File: src/rtl/cpu_sram_arbiter.sv
// Arbitrates one sram-like memory port between instruction fetch and data access.
// Data has priority, an unaccepted request is locked, and an in-order owner FIFO routes responses.
module cpu_sram_arbiter #(
  parameter int OUTSTANDING = 4,
  parameter int PTR_W       = 2
) (
  input  logic        clk,
  input  logic        reset,
  input  logic        inst_req,
  input  logic [31:0] inst_addr,
  output logic        inst_addr_ok,
  output logic        inst_data_ok,
  output logic [31:0] inst_rdata,
  input  logic        data_req,
  input  logic        data_wr,
  input  logic [3:0]  data_wstrb,
  input  logic [31:0] data_addr,
  input  logic [31:0] data_wdata,
  output logic        data_addr_ok,
  output logic        data_data_ok,
  output logic [31:0] data_rdata,
  output logic        mem_req,
  output logic        mem_wr,
  output logic [3:0]  mem_wstrb,
  output logic [31:0] mem_addr,
  output logic [31:0] mem_wdata,
  input  logic        mem_addr_ok,
  input  logic        mem_data_ok,
  input  logic [31:0] mem_rdata
);

  typedef enum logic [1:0] {SEL_NONE, SEL_INST, SEL_DATA} sel_t;

  localparam logic [PTR_W:0] FULL_COUNT = (PTR_W+1)'(OUTSTANDING);

  logic [PTR_W-1:0] rd_ptr;
  logic [PTR_W-1:0] wr_ptr;
  logic [PTR_W:0]   count;
  logic             owner_q [OUTSTANDING];  // 1 = data, 0 = inst
  logic             lock_vld;
  logic             lock_owner;
  sel_t             sel;
  logic             full;
  logic             push;
  logic             pop;
  logic             head_owner;

  assign full = (count == FULL_COUNT);

  // NOTE: every output of this block gets a default first, so no path can infer a latch.
  always_comb begin
    sel       = SEL_NONE;
    mem_req   = 1'b0;
    mem_wr    = 1'b0;
    mem_wstrb = 4'h0;
    mem_addr  = 32'h0;
    mem_wdata = 32'h0;
    if (lock_vld)      sel = lock_owner ? SEL_DATA : SEL_INST;
    else if (data_req) sel = SEL_DATA;
    else if (inst_req) sel = SEL_INST;
    case (sel)
      SEL_DATA: begin
        mem_req   = data_req;
        mem_wr    = data_wr;
        mem_wstrb = data_wstrb;
        mem_addr  = data_addr;
        mem_wdata = data_wdata;
      end
      SEL_INST: begin
        mem_req  = inst_req;
        mem_addr = inst_addr;
      end
      default: ;
    endcase
    // A full FIFO blocks issue even if a response pops in the same cycle.
    if (full || reset) mem_req = 1'b0;
  end

  assign push         = mem_req && mem_addr_ok;
  assign inst_addr_ok = push && (sel == SEL_INST);
  assign data_addr_ok = push && (sel == SEL_DATA);

  assign head_owner   = owner_q[rd_ptr];
  assign pop          = mem_data_ok && (count != '0) && !reset;
  assign inst_data_ok = pop && !head_owner;
  assign data_data_ok = pop && head_owner;
  assign inst_rdata   = mem_rdata;
  assign data_rdata   = mem_rdata;

  // NOTE: sequential state is updated with non-blocking assignments only.
  always_ff @(posedge clk or posedge reset) begin
    if (reset) begin
      rd_ptr     <= '0;
      wr_ptr     <= '0;
      count      <= '0;
      lock_vld   <= 1'b0;
      lock_owner <= 1'b0;
    end else begin
      if (push) wr_ptr <= wr_ptr + 1'b1;
      if (pop)  rd_ptr <= rd_ptr + 1'b1;
      case ({push, pop})
        2'b10:   count <= count + 1'b1;
        2'b01:   count <= count - 1'b1;
        default: ;
      endcase
      if (mem_req) begin
        lock_vld   <= !mem_addr_ok;
        lock_owner <= (sel == SEL_DATA);
      end
    end
  end

  // NOTE: owner storage needs no reset; only entries between rd_ptr and wr_ptr are ever read.
  always_ff @(posedge clk) begin
    if (push) owner_q[wr_ptr] <= (sel == SEL_DATA);
  end

endmodule

File: config.mk
export PLATFORM = sky130hd
export DESIGN_NAME = cpu_sram_arbiter
export DESIGN_NICKNAME = d
export VERILOG_FILES = /design/src/rtl/cpu_sram_arbiter.sv
export SDC_FILE = /design/constraint.sdc
export NUM_CORES = 1
export LEC_CHECK = 0
export ABC_AREA = 1
export CAP_MARGIN = 20
export CORE_AREA = 2 2 106 108
export DETAILED_ROUTE_END_ITERATION = 16
export DIE_AREA = 0 0 108 110
export PLACE_DENSITY = 0.65
export RECOVER_POWER = 50
export SETUP_SLACK_MARGIN = 0.5
export SLEW_MARGIN = 10
export SYNTH_ARGS = -nofsm -noshare
export SYNTH_HDL_FRONTEND = slang
export SYNTH_SLANG_ARGS = --single-unit
File: constraint.sdc
create_clock -name clk -period 4.5 [get_ports clk]
set_clock_uncertainty 0.1 [all_clocks]
set_input_delay 1.125 -clock clk [delete_from_list [all_inputs] [get_ports clk]]
set_output_delay 1.125 -clock clk [all_outputs]
set_load 0.02 [all_outputs]
After elaboration in Yosys (flattened, before gate mapping)
Memories as Yosys holds them, arrays and structs flattened.
Cells that the tools add are included.
{"block": "totals", "output_inout_bits": 138, "word_cells": 41, "memories": 1, "ramBits": 4, "regBits": 9}
{"block": "op_classes", "n_mux": 13, "eq_ne": 5, "add_sub_neg": 4, "n_reduce_logical": 13}
{"name": "owner_q", "depth": 4, "width": 1, "read_ports": 1, "rd_clocked_by_memory_dff": 0, "wr": 1, "line": "39", "source": "logic owner_q [OUTSTANDING];"}
{"operator": "one-hot mux 32 bit (2 select lines)", "count": 1}
{"operator": "two-way mux 32 bit", "count": 1}
{"operator": "logical AND 1 bit", "count": 7}
{"operator": "two-way mux 2 bit", "count": 3}
{"operator": "one-hot mux 3 bit (2 select lines)", "count": 1}
{"operator": "two-way mux 1 bit", "count": 5}
{"operator": "adder 2 x 1 -> 2 bit, second input constant", "count": 2}
{"operator": "equality test 2 x 1 -> 1 bit, second input constant", "count": 2}
{"operator": "equality test 2 bit, second input constant", "count": 2}
{"operator": "two-way mux 4 bit", "count": 1}
{"operator": "adder 3 x 1 -> 3 bit, second input constant", "count": 1}
{"operator": "equality test 3 bit, second input constant", "count": 1}
{"operator": "logical NOT 1 bit", "count": 3}
{"operator": "nonzero test 3 bit", "count": 1}
{"operator": "subtractor 3 x 1 -> 3 bit, second input constant", "count": 1}
{"operator": "one-hot mux 1 bit (2 select lines)", "count": 1}
{"operator": "nonzero test 2 bit", "count": 1}
{"operator": "logical OR 1 bit", "count": 1}

Longest topological paths before layout
Gate-level depths: netlist of the first run.
{"block": "depth", "word_depth": 9, "ltp_mapped": 18, "depth_no_buf": 17}

Least setup slack after synthesis of the first run
Ideal clock, no wire load.
{"block": "synth_timing", "kind": "input-to-output", "startpoint": "in data_req", "endpoint": "out data_addr_ok", "path_buffers": 1, "required_time_ps": 3275, "path_slack_ps": 819, "path_stages": 9, "arrival_time_ps": 2456, "cell_sequence": "inv_1 -> a21oi_2 -> inv_1 -> o21ai_0 -> ha_1 -> buf_2 -> nor2_4 -> nand4_4 -> nor2_1"}
{"block": "synth_between", "elab_chain_len": 7, "elab_cells_between_ends": 8, "classes_between": "2 x eq/ne; 4 x mux; 2 x reduce/logical"}
{"element": "from (decl)", "line": "14", "source": "input logic data_req,"}
{"element": "two-way mux 2 bit", "line": "59", "source": "else if (data_req) sel = SEL_DATA;"}
{"element": "two-way mux 2 bit", "line": "58", "source": "if (lock_vld) sel = lock_owner ? SEL_DATA : SEL_INST;"}
{"element": "equality test 2 x 1 -> 1 bit or equality test 2 bit (tied branches)", "line": "61, 81"}
{"element": "one-hot mux 1 bit (2 select lines)", "line": "61", "source": "case (sel)"}
{"element": "two-way mux 1 bit", "line": "76", "source": "if (full || reset) mem_req = 1'b0;"}
{"element": "logical AND 1 bit", "line": "79", "source": "assign push = mem_req && mem_addr_ok;"}
{"element": "logical AND 1 bit (*)", "line": "81", "source": "assign data_addr_ok = push && (sel == SEL_DATA);"}
{"element": "to (decl)", "line": "19", "source": "output logic data_addr_ok,"}
Every way passes the cells marked *; elsewhere a longest branch is shown, timed or not.

Worst setup path after layout of the first run
{"block": "layout_timing", "startpoint": "in inst_req", "endpoint": "out mem_req"}
{"block": "layout_between", "elab_chain_len": 6, "elab_cells_between_ends": 7, "classes_between": "2 x eq/ne; 5 x mux"}
{"element": "from (decl)", "line": "9", "source": "input logic inst_req,"}
{"element": "two-way mux 1 bit", "line": "60", "source": "else if (inst_req) sel = SEL_INST;"}
{"element": "two-way mux 2 bit", "line": "59"}
{"element": "two-way mux 2 bit", "line": "58"}
{"element": "equality test 2 x 1 -> 1 bit or equality test 2 bit (tied branches)", "line": "61"}
{"element": "one-hot mux 1 bit (2 select lines) (*)", "line": "61"}
{"element": "two-way mux 1 bit (*)", "line": "76"}
{"element": "to (decl)", "line": "22", "source": "output logic mem_req,"}
Marks and branches as above.

==> results of run 1 <==
==> sequential cells by signal, indices dropped and copies added, names as in the netlist <==
| signal | flops |
|---|---|
| lock_vld | 1 |
| owner_q | 4 |
| lock_owner | 1 |
| wr_ptr | 2 |
| rd_ptr | 2 |
| count | 3 |
==> what timing repair did <==
item | in CTS | in global routing
hold endpoints to repair | 0 | 0
pin swaps | 3 | 1
gates resized for setup | 170 | 36
endpoints found under the setup margin | 72 | 47
cloned | 1 | 1
setup buffers | 2 | 0
==> metrics by stage <==
| step | TNS [ps] | setup slack, ps | hold slack, ps | std cells |
|---|---|---|---|---|
| 6_report | 0 | 387 | 392 | 609 |
| 3_3_place_gp | -3650 | -276 | 371 | 601 |
| 4_1_cts | 0 | 500 | 399 | 608 |
| 5_1_grt | 0 | 299 | 428 | 609 |
| 3_5_place_dp | -4670 | -293 | 387 | 601 |
| 2_1_floorplan | 0 | 819 | 353 | 346 |
==> cell type report <==
class,instances,share of cell area [%]
Inverter,58,5.98
Tap cell,140,4.81
Multi-Input combinational cell,195,27.0
Timing Repair Buffer,199,51.5
Sequential cell,13,9.48
Clock buffer,4,1.24
==> metal layers <==
| metal | up-vias | track usage, % | part of all wire (%) | wire length, µm |
|---|---|---|---|---|
| met2 | 136 | 23.5 | 53 | 4130 |
| met5 | - | 0 | 0 | 0 |
| li1 | 1204 | - | - | - |
| met4 | 0 | 3.21 | 1.7 | 129 |
| met1 | 1047 | 13.0 | 36 | 2820 |
| met3 | 21 | 2.88 | 8.9 | 691 |
==> Yosys cell counts <==
| cell type | number | share of area [%] |
|---|---|---|
| nand2_2 | 2 | 0.60 |
| xnor2_1 | 2 | 0.84 |
| edfxtp_1 | 4 | 5.8 |
| clkbuf_1 | 1 | 0.18 |
| nor2_1 | 12 | 2.2 |
| nand2_4 | 2 | 1.1 |
| inv_1 | 57 | 10 |
| ha_1 | 7 | 4.2 |
| a21oi_1 | 33 | 7.9 |
| o211ai_1 | 1 | 0.36 |
| xor2_1 | 1 | 0.42 |
| inv_2 | 1 | 0.18 |
| buf_2 | 14 | 3.4 |
| nor2_8 | 1 | 0.96 |
| nor2_4 | 2 | 1.1 |
| a21oi_2 | 1 | 0.42 |
| nand3_1 | 5 | 1.2 |
| nand2_1 | 118 | 21 |
| nand4_4 | 1 | 1.0 |
| o21ai_0 | 6 | 1.4 |
| buf_4 | 65 | 23 |
| fa_1 | 1 | 0.96 |
| dfrtp_1 | 9 | 11 |
==> power by group through the flow <==
stage / Clock, µW / Sequential, µW / Combinational, µW
2_1_floorplan: 0 / 194 / 1170
3_3_place_gp: 0 / 199 / 2030
3_5_place_dp: 0 / 203 / 2050
4_1_cts: 107 / 202 / 1990
5_1_grt: 115 / 207 / 2120
6_report: 106 / 201 / 1950
==> path summary, 6_finish.rpt <==
check	from	to	slack, ps
worst max-delay path	inst_req	mem_req	390
worst min-delay path	count[0]	count[0]	390
worst max register to register	lock_owner	count[1]	1590
worst min register to register	count[0]	count[0]	390
max in group asynchronous	reset	rd_ptr[1]	2540
min in group asynchronous	reset	lock_vld	1430
==> cell families after synthesis <==
kind of cell / synth area share (%)
AND/OR/NAND/NOR: 29.4
AO/OA/AOI/OAI: 10.2
XOR/XNOR: 1.26
flip-flops: 16.6
adder cells (fa/ha/maj): 5.17
buffers and inverters: 37.4
==> worst reg2reg max path: stages (launching register included) <==
cell and delay [ps]:
dfrtp_1 380, nor2_1 210, a21oi_2 60, inv_1 100, o21ai_2 80, inv_1 70, ha_1 330, nand2_1 150
nand2_4 90, nand4_4 120, buf_4 190, ha_1 190, inv_1 100, fa_1 420, o21ai_0 220
==> flow_summary.yaml, run 1 <==
timing:
  tightest_slew_ps: 500
  rsz0062_at_grt: "yes"
  fin_crit_ps: 4110
  slew_viol_final: 0
  setup_viol: 0
  period_share_pct: 91.4
  relSlewSlack_pct: 66.7
  max_freq_mhz: 243
  hold_viol: 0
worst_setup_path:
  endpoint_kind: "primary output"
  crit_path_start_kind: "input pin"
  r2r_cells: 14
  worstPathArrival_ps: 2890
  crit_family: "buffers and inverters"
  cpPeakStageDelay_ps: 570
  crit_chain: "dlygate4sd3_1 > o21ai_2 > inv_1 > ha_1 > nand2_1 > nand2_4 > buf_4 > nand2_4 > nor2_8 > buf_2"
  worstPathMaxFanout: 4
  path_class: "input pin to primary output"
  cpMaxStageDelayCell: "dlygate4sd3_1"
  crit_top_cell: "nand2_4"
  crit_cells: 10
  worstPathRequired_ps: 3270
  critPathBufInv: 4
worst_hold_path:
  whs_path_depth: 1
  hold_class: "register to register"
grt:
  antenna_found_initial: 0
  grt_max_degree: 33
  grt_usage_pct: 12.1
  grt_overflow_total: 0
  first_global_vias: 2430
  grt_pass1_wl_um: 11500
detailed_routing:
  antenna_left: 0
  viasPerCell: 3.95
  vias: 2408
  drtIter0Drc: 46
  drc: 0
  finalWirelength_um: 7780
  drt-wirelength-per-cell_um: 12.8
  drtPass1Iterations: 4
clocking:
  insertion_delay_ps: 240
  cts_root_buffer: "clkbuf_8"
  clock-sinks: 13
  clkTransAtPathRegs_ps: 60
  cts-buffers-inserted: 3
  cts_buffer_depth: 2
  htreeDepth: 1
  cts_hold_buf: 0
  cts_tree: "built"
logic_synthesis:
  ys_types: 23
  synth_seq_cells: 13
  syn_area_um2: 2080
  seq_area_frac_synth_pct: 16.6
  synth_fp_nets: 493
  syn-instance-count: 346
  syn_avg_cell_area_um2: 6.02
  yosys_warnings: 0
finish:
  layout.area.seq_um2: 345
  layout_common_cells: "119 x nand2_1, 103 x clkdlybuf4s50_1, 57 x inv_1"
  multi_input_area_um2: 982
  fin_util_pct: 34.0
  final_common_cell: "nand2_1"
  finish.instance_area_um2: 3640
  diodes: 0
  final_layout_size_suffix_gt1_share_pct: 18.1
  n_fill_cell: 1184
  area_growth_pct: 74.9
  layout.nets: 617
power_and_ir_drop:
  p_per_area_nw_per_um2: 620
  p_int_uw: 1020
  peakVddDrop_mv: 0.307
  clockPowerShare_pct: 4.7
  leakage_uw: 0.00190
  pwr-share-comb_pct: 86.4
  swShare_pct: 54.7
  p_total_uw: 2260
  p_seq_share_pct: 8.9
  p_sw_uw: 1240
floorplanning:
  io_pins: 277
  dieArea_um2: 11900
  initial_core_util_pct: 19.5
  die_w_um: 108
  fp.dieH_um: 110
  core.rowCount: 38
  core_area_um2: 10700
placed_design:
  postPlaceCellArea_um2: 3660
  dp_hpwl_um: 6290
  finalWeightedCongestion: 0.754
  port_buffers: 180
job:
  cap_violations: 0
status:
  status: "finished, final reports clean"
No activity file was read; power rests on OpenSTA's default activity.
==> run 2: changes to the inputs <==
- REMOVE_ABC_BUFFERS: default -> 1
- SLEW_MARGIN: 10 -> default
==> run 2 against run 1 <==
Combinational power increased by 4%. Worst hold slack got worse by 5.3 ps. Die area is the same. Global-route usage is 4.6 points higher. Setup slack worse by 20 ps. Cell area grew 0.79%. First-iteration DRC count grew 87%. Final cell count is 0.16% lower. Via count up 3.6%.
==> flow_summary.yaml, run 2 (synthesis results as in run 1) <==
finish:
  layout_common_cells: "119 x nand2_1, 104 x clkdlybuf4s50_1, 57 x inv_1"
  largest_reg_flops: 4
  n_fill_cell: 1161
  final-instance-count-excl-fill: 608
  diodes: 0
  final_layout_size_suffix_gt1_share_pct: 22.6
  area_growth_pct: 76.3
  layout.nets: 616
  final_common_cell: "nand2_1"
  fin_util_pct: 34.3
  largest_register: "owner_q"
  reg_top3: "owner_q x4, count x3"
detailed_routing:
  finalWirelength_um: 10700
  vias: 2494
  drtPass1Iterations: 4
  viasPerCell: 4.10
  drc: 0
  drt-wirelength-per-cell_um: 17.6
  antenna_left: 0
  drtIter0Drc: 86
timing:
  tightest_slew_ps: 549
  period_share_pct: 91.8
  setup_ws_ps: 367
  relSlewSlack_pct: 63.4
  setup_viol: 0
  fin_crit_ps: 4130
  hold_viol: 0
  slew_viol_final: 0
  rsz0062_at_grt: "no"
  setup-tns-final_ps: 0
  max_freq_mhz: 242
floorplanning:
  core_area_um2: 10700
  die_w_um: 108
  io_pins: 277
  initial_core_util_pct: 19.5
  fp.dieH_um: 110
  dieArea_um2: 11900
  core.rowCount: 38
placed_design:
  placed_cells: 598
  finalWeightedCongestion: 0.901
  place_ws_ps: -203
  dp_hpwl_um: 8920
  port_buffers: 180
worst_setup_path:
  r2r-end: "count[2]"
  worstPathArrival_ps: 2910
  endpoint_kind: "primary output"
  r2r-start: "lock_vld"
  path_class: "input pin to primary output"
  worstPathRequired_ps: 3270
  r2r_cells: 18
  r2r_slack_ps: 1690
  crit_path_start_kind: "input pin"
  worstPathMaxFanout: 3
power_and_ir_drop:
  peakVddDrop_mv: 0.248
  clockPowerShare_pct: 4.4
  p_sw_uw: 1240
  p_per_area_nw_per_um2: 637
  leakage_uw: 0.00186
  pwr-share-comb_pct: 87.0
  p_seq_share_pct: 8.6
  swShare_pct: 53.0
  p_int_uw: 1100
clocking:
  cts_tree: "built"
  cts-buffers-inserted: 3
  clock-sinks: 13
  insertion_delay_ps: 240
  cts_root_buffer: "clkbuf_8"
  cts_hold_buf: 0
  htreeDepth: 1
  cts_buffer_depth: 2
  clkTransAtPathRegs_ps: 60
status:
  status: "finished, final reports clean"
grt:
  grt_max_degree: 34
  antenna_found_initial: 0
  grt_pass1_wl_um: 14500
  grt_usage_pct: 16.6
  first_global_vias: 2497
  grt_overflow_total: 0
worst_hold_path:
  hold_class: "register to register"
  hold_start: "count[0]"
  min_to: "count[0]"
  whs_path_depth: 1
job:
  cap_violations: 0
## run 2: changes by cell type in the layout (fill, tap and decap cells not counted), sizes merged
| cell | change |
|---|---|
| dlygate4sd2 | -15 |
| clkbuf | -19 |
| bufbuf | +1 |
| clkdlybuf4s50 | +1 |
| buf | +25 |
| dlymetal6s2s | -1 |
| clkdlybuf4s15 | +7 |
## run 2: critical path, cell delays in order
cell and delay, ps:
dlygate4sd3_1 570, o21ai_2 90, inv_1 70, ha_1 310
nand2_1 140, nand2_4 100, nand4_4 100, nor2_1 130
clkdlybuf4s15_2 270
## run 2: how the worst max path moves through the flow
stage                   from           end  slack, ps
finish              inst_req  inst_addr_ok        370
global route        inst_req  inst_addr_ok        290
CTS                 inst_req  mem_addr[30]        550
detailed placement  data_req   mem_addr[6]       -200
global placement    data_req   mem_addr[6]       -160
floorplan           data_req  data_addr_ok       -290
## run 2: timing repair
item                                    CTS  global route
endpoints found under the setup margin   72            24
resized for setup                       265            10
buffers inserted                          3             0
gates cloned                              2             1
pin swaps                                 2             2
## run 2: final cells by class
class	instances	area [µm²]	share of cell area, %
timing repair buffer	198	1900	51.9
multi-input combinational	195	982	26.8
sequential	13	345	9.41
inverter	58	218	5.93
tap	140	175	4.77
clock buffer	4	45.0	1.23
## run 2: stage by stage
step | hold WS, ps | instance area (µm²) | power (µW)
floorplan | 353 | 1520 | 1230
global route | 417 | 3670 | 2530
detailed placement | 376 | 3640 | 2200
finish | 386 | 3670 | 2340
CTS | 389 | 3680 | 2350
global placement | 369 | 3640 | 2180
## run 2: power by group through the flow
| stage | Combinational (µW) | Sequential (µW) | Clock, µW |
|---|---|---|---|
| finish | 2030 | 201 | 103 |
| floorplan | 1040 | 195 | 0 |
| CTS | 2040 | 202 | 109 |
| detailed placement | 2000 | 203 | 0 |
| global placement | 1980 | 199 | 0 |
| global route | 2200 | 206 | 115 |
## run 2: metal layers
layer | vias to the layer above | track usage, % | routed length, µm
li1 | 1203 | - | -
met5 | - | 5.80 | 72
met2 | 193 | 26.6 | 4770
met1 | 1086 | 17.7 | 3930
met3 | 10 | 11.6 | 1830
met4 | 2 | 3.57 | 115
==> run 3: changes to the inputs <==
- CTS_CLUSTER_SIZE: default -> 8
- PLACE_DENSITY: 0.65 -> 0.63
==> run 3 against run 2 <==
Count of clock-buffer cells in the layout unchanged. Routed wire length rose by 2.2%. Clock power is 4% higher. Critical path depth rose by 1. Combinational power increased by 8%. Core utilization up 0.60 points. Final cell count increased by 0.66%. Global-route usage rose by 0.74 points. Power is 6.9% higher. Maximum frequency is 0.90% lower. Via count up 1.8%. Register-to-register slack better by 30 ps. Largest power group unchanged. Highest routed layer unchanged.
==> flow_summary.yaml, run 3 (synthesis results as in run 1) <==
status:
  status: "finished, final reports clean"
finish:
  diodes: 0
  layout.nets: 620
  largest_reg_flops: 4
  multi_input_area_um2: 993
  finish.instance_area_um2: 3730
  final_layout_size_suffix_gt1_share_pct: 23.1
  reg_top3: "owner_q x4, count x3"
  layout.area.seq_um2: 345
  final_common_cell: "nand2_1"
  n_fill_cell: 1165
  area_growth_pct: 79.3
  largest_register: "owner_q"
  layout_common_cells: "120 x nand2_1, 104 x clkdlybuf4s50_1, 57 x inv_1"
placed_design:
  place_ws_ps: -159
  dp_hpwl_um: 9230
  postPlaceCellArea_um2: 3680
  port_buffers: 180
  finalWeightedCongestion: 0.867
detailed_routing:
  antenna_left: 0
  drtPass1Iterations: 4
  drt-wirelength-per-cell_um: 17.9
  vias: 2540
  viasPerCell: 4.15
  drc: 0
  finalWirelength_um: 11000
  drtIter0Drc: 96
worst_setup_path:
  endpoint_kind: "primary output"
  worstPathRequired_ps: 3270
  worstPathMaxFanout: 3
  crit_top_cell: "nand2_1"
  cpPeakStageDelay_ps: 570
  critPathBufInv: 4
  worstPathArrival_ps: 2950
  crit_family: "buffers and inverters"
  path_class: "input pin to primary output"
  cpMaxStageDelayCell: "dlygate4sd3_1"
  crit_path_start_kind: "input pin"
  crit_chain: "dlygate4sd3_1 > o21ai_2 > inv_1 > ha_1 > nand2_1 > nand2_4 > buf_4 > nand2_1 > nor2_8 > buf_2"
power_and_ir_drop:
  leakage_uw: 0.00190
  peakVddDrop_mv: 0.288
  p_per_area_nw_per_um2: 670
  p_total_uw: 2500
grt:
  grt_usage_pct: 17.4
  grt_overflow_total: 0
  use_met3_pct: 15.2
  globalRouteMet2Util_pct: 27.7
  grtUsageMet1_pct: 17.6
  grt_max_degree: 20
  grt_pass1_wl_um: 15200
  first_global_vias: 2581
  busiest_layer: "met2"
  antenna_found_initial: 0
job:
  cap_violations: 0
clocking:
  cts_buffer_depth: 2
  insertion_delay_ps: 240
  cts_root_buffer: "clkbuf_8"
  htreeDepth: 1
  cts_hold_buf: 0
  cts-buffers-inserted: 3
  cts_tree: "built"
  clkTransAtPathRegs_ps: 60
  clock-sinks: 13
floorplanning:
  core.rowCount: 38
  dieArea_um2: 11900
  fp.dieH_um: 110
  die_w_um: 108
  initial_core_util_pct: 19.5
  core_area_um2: 10700
  io_pins: 277
timing:
  fin_crit_ps: 4170
  rsz0062_at_grt: "no"
  hold_viol: 0
  slew_viol_final: 0
  tightest_slew_ps: 553
  max_freq_mhz: 240
  setup_ws_ps: 330
  relSlewSlack_pct: 63.1
  hold_ws_ps: 400
  setup_viol: 0
  period_share_pct: 92.7
worst_hold_path:
  hold_class: "register to register"
[run 3: cell count changes in the layout (fill, tap and decap cells not counted), moves of 2 or more]
cell | previous run | this run
a21oi_1 | 30 | 25
clkdlybuf4s15_1 | 0 | 5
buf_4 | 11 | 29
buf_12 | 5 | 7
clkdlybuf4s15_2 | 30 | 17
a21oi_2 | 4 | 9
buf_2 | 38 | 29
[run 3: routing by layer]
layer / routed length, µm / share of wire (%)
met1: 3760 / 34
met2: 4810 / 44
met4: 63 / 0.58
met3: 2230 / 20
met5: 78 / 0.71
[run 3: worst paths after layout]
path / start / endpoint / slack, ps / depth (start not counted)
max in group asynchronous: reset / rd_ptr[1] / 2480 / 3
setup / recovery: inst_req / mem_req / 330 / 10
hold / removal: count[0] / count[0] / 400 / 1
hold reg to reg: count[0] / count[0] / 400 / 1
min in group asynchronous: reset / lock_owner / 1460 / 3
setup reg to reg: lock_vld / count[2] / 1720 / 18
[run 3: worst register-to-register path, delay by kind of cell, from the launching register on]
| family | cells | cell delay, ps |
|---|---|---|
| xor+xnor | 1 | 150 |
| flops | 1 | 360 |
| fa+ha+maj | 3 | 800 |
| simple gates | 7 | 620 |
| buf+inv | 5 | 450 |
| compound gates | 2 | 220 |
[run 3: through the flow]
stage          util (%)  setup TNS, ps  cells
6_report           34.9              0    612
5_1_grt            34.9              0    612
4_1_cts            34.9              0    612
3_5_place_dp       34.4          -6390    602
3_3_place_gp       34.4          -3890    602
2_1_floorplan         -          -2360    266
[run 3: timing repair]
action | in CTS | in global routing
buffers inserted | 3 | 0
hold endpoints to repair | 0 | 0
pin swaps | 2 | 0
gates resized for setup | 287 | 9
cloned | 3 | 0
endpoints found under the setup margin | 72 | 6
[run 3: cell type report]
cell class,instances,share of cell area (%)
Sequential cell,13,9.25
Timing Repair Buffer,202,52.4
Tap cell,140,4.69
Inverter,58,5.83
Multi-Input combinational cell,195,26.6
Clock buffer,4,1.21
[run 3: report_power, final]
group	switching [µW]	total, µW	leakage (µW)	internal (µW)
Combinational	1210	2190	0.00173	982
Sequential	31.7	201	0.000148	169
Clock	44.6	107	0.0000228	62.7
Total	1290	2500	0.00190	1210
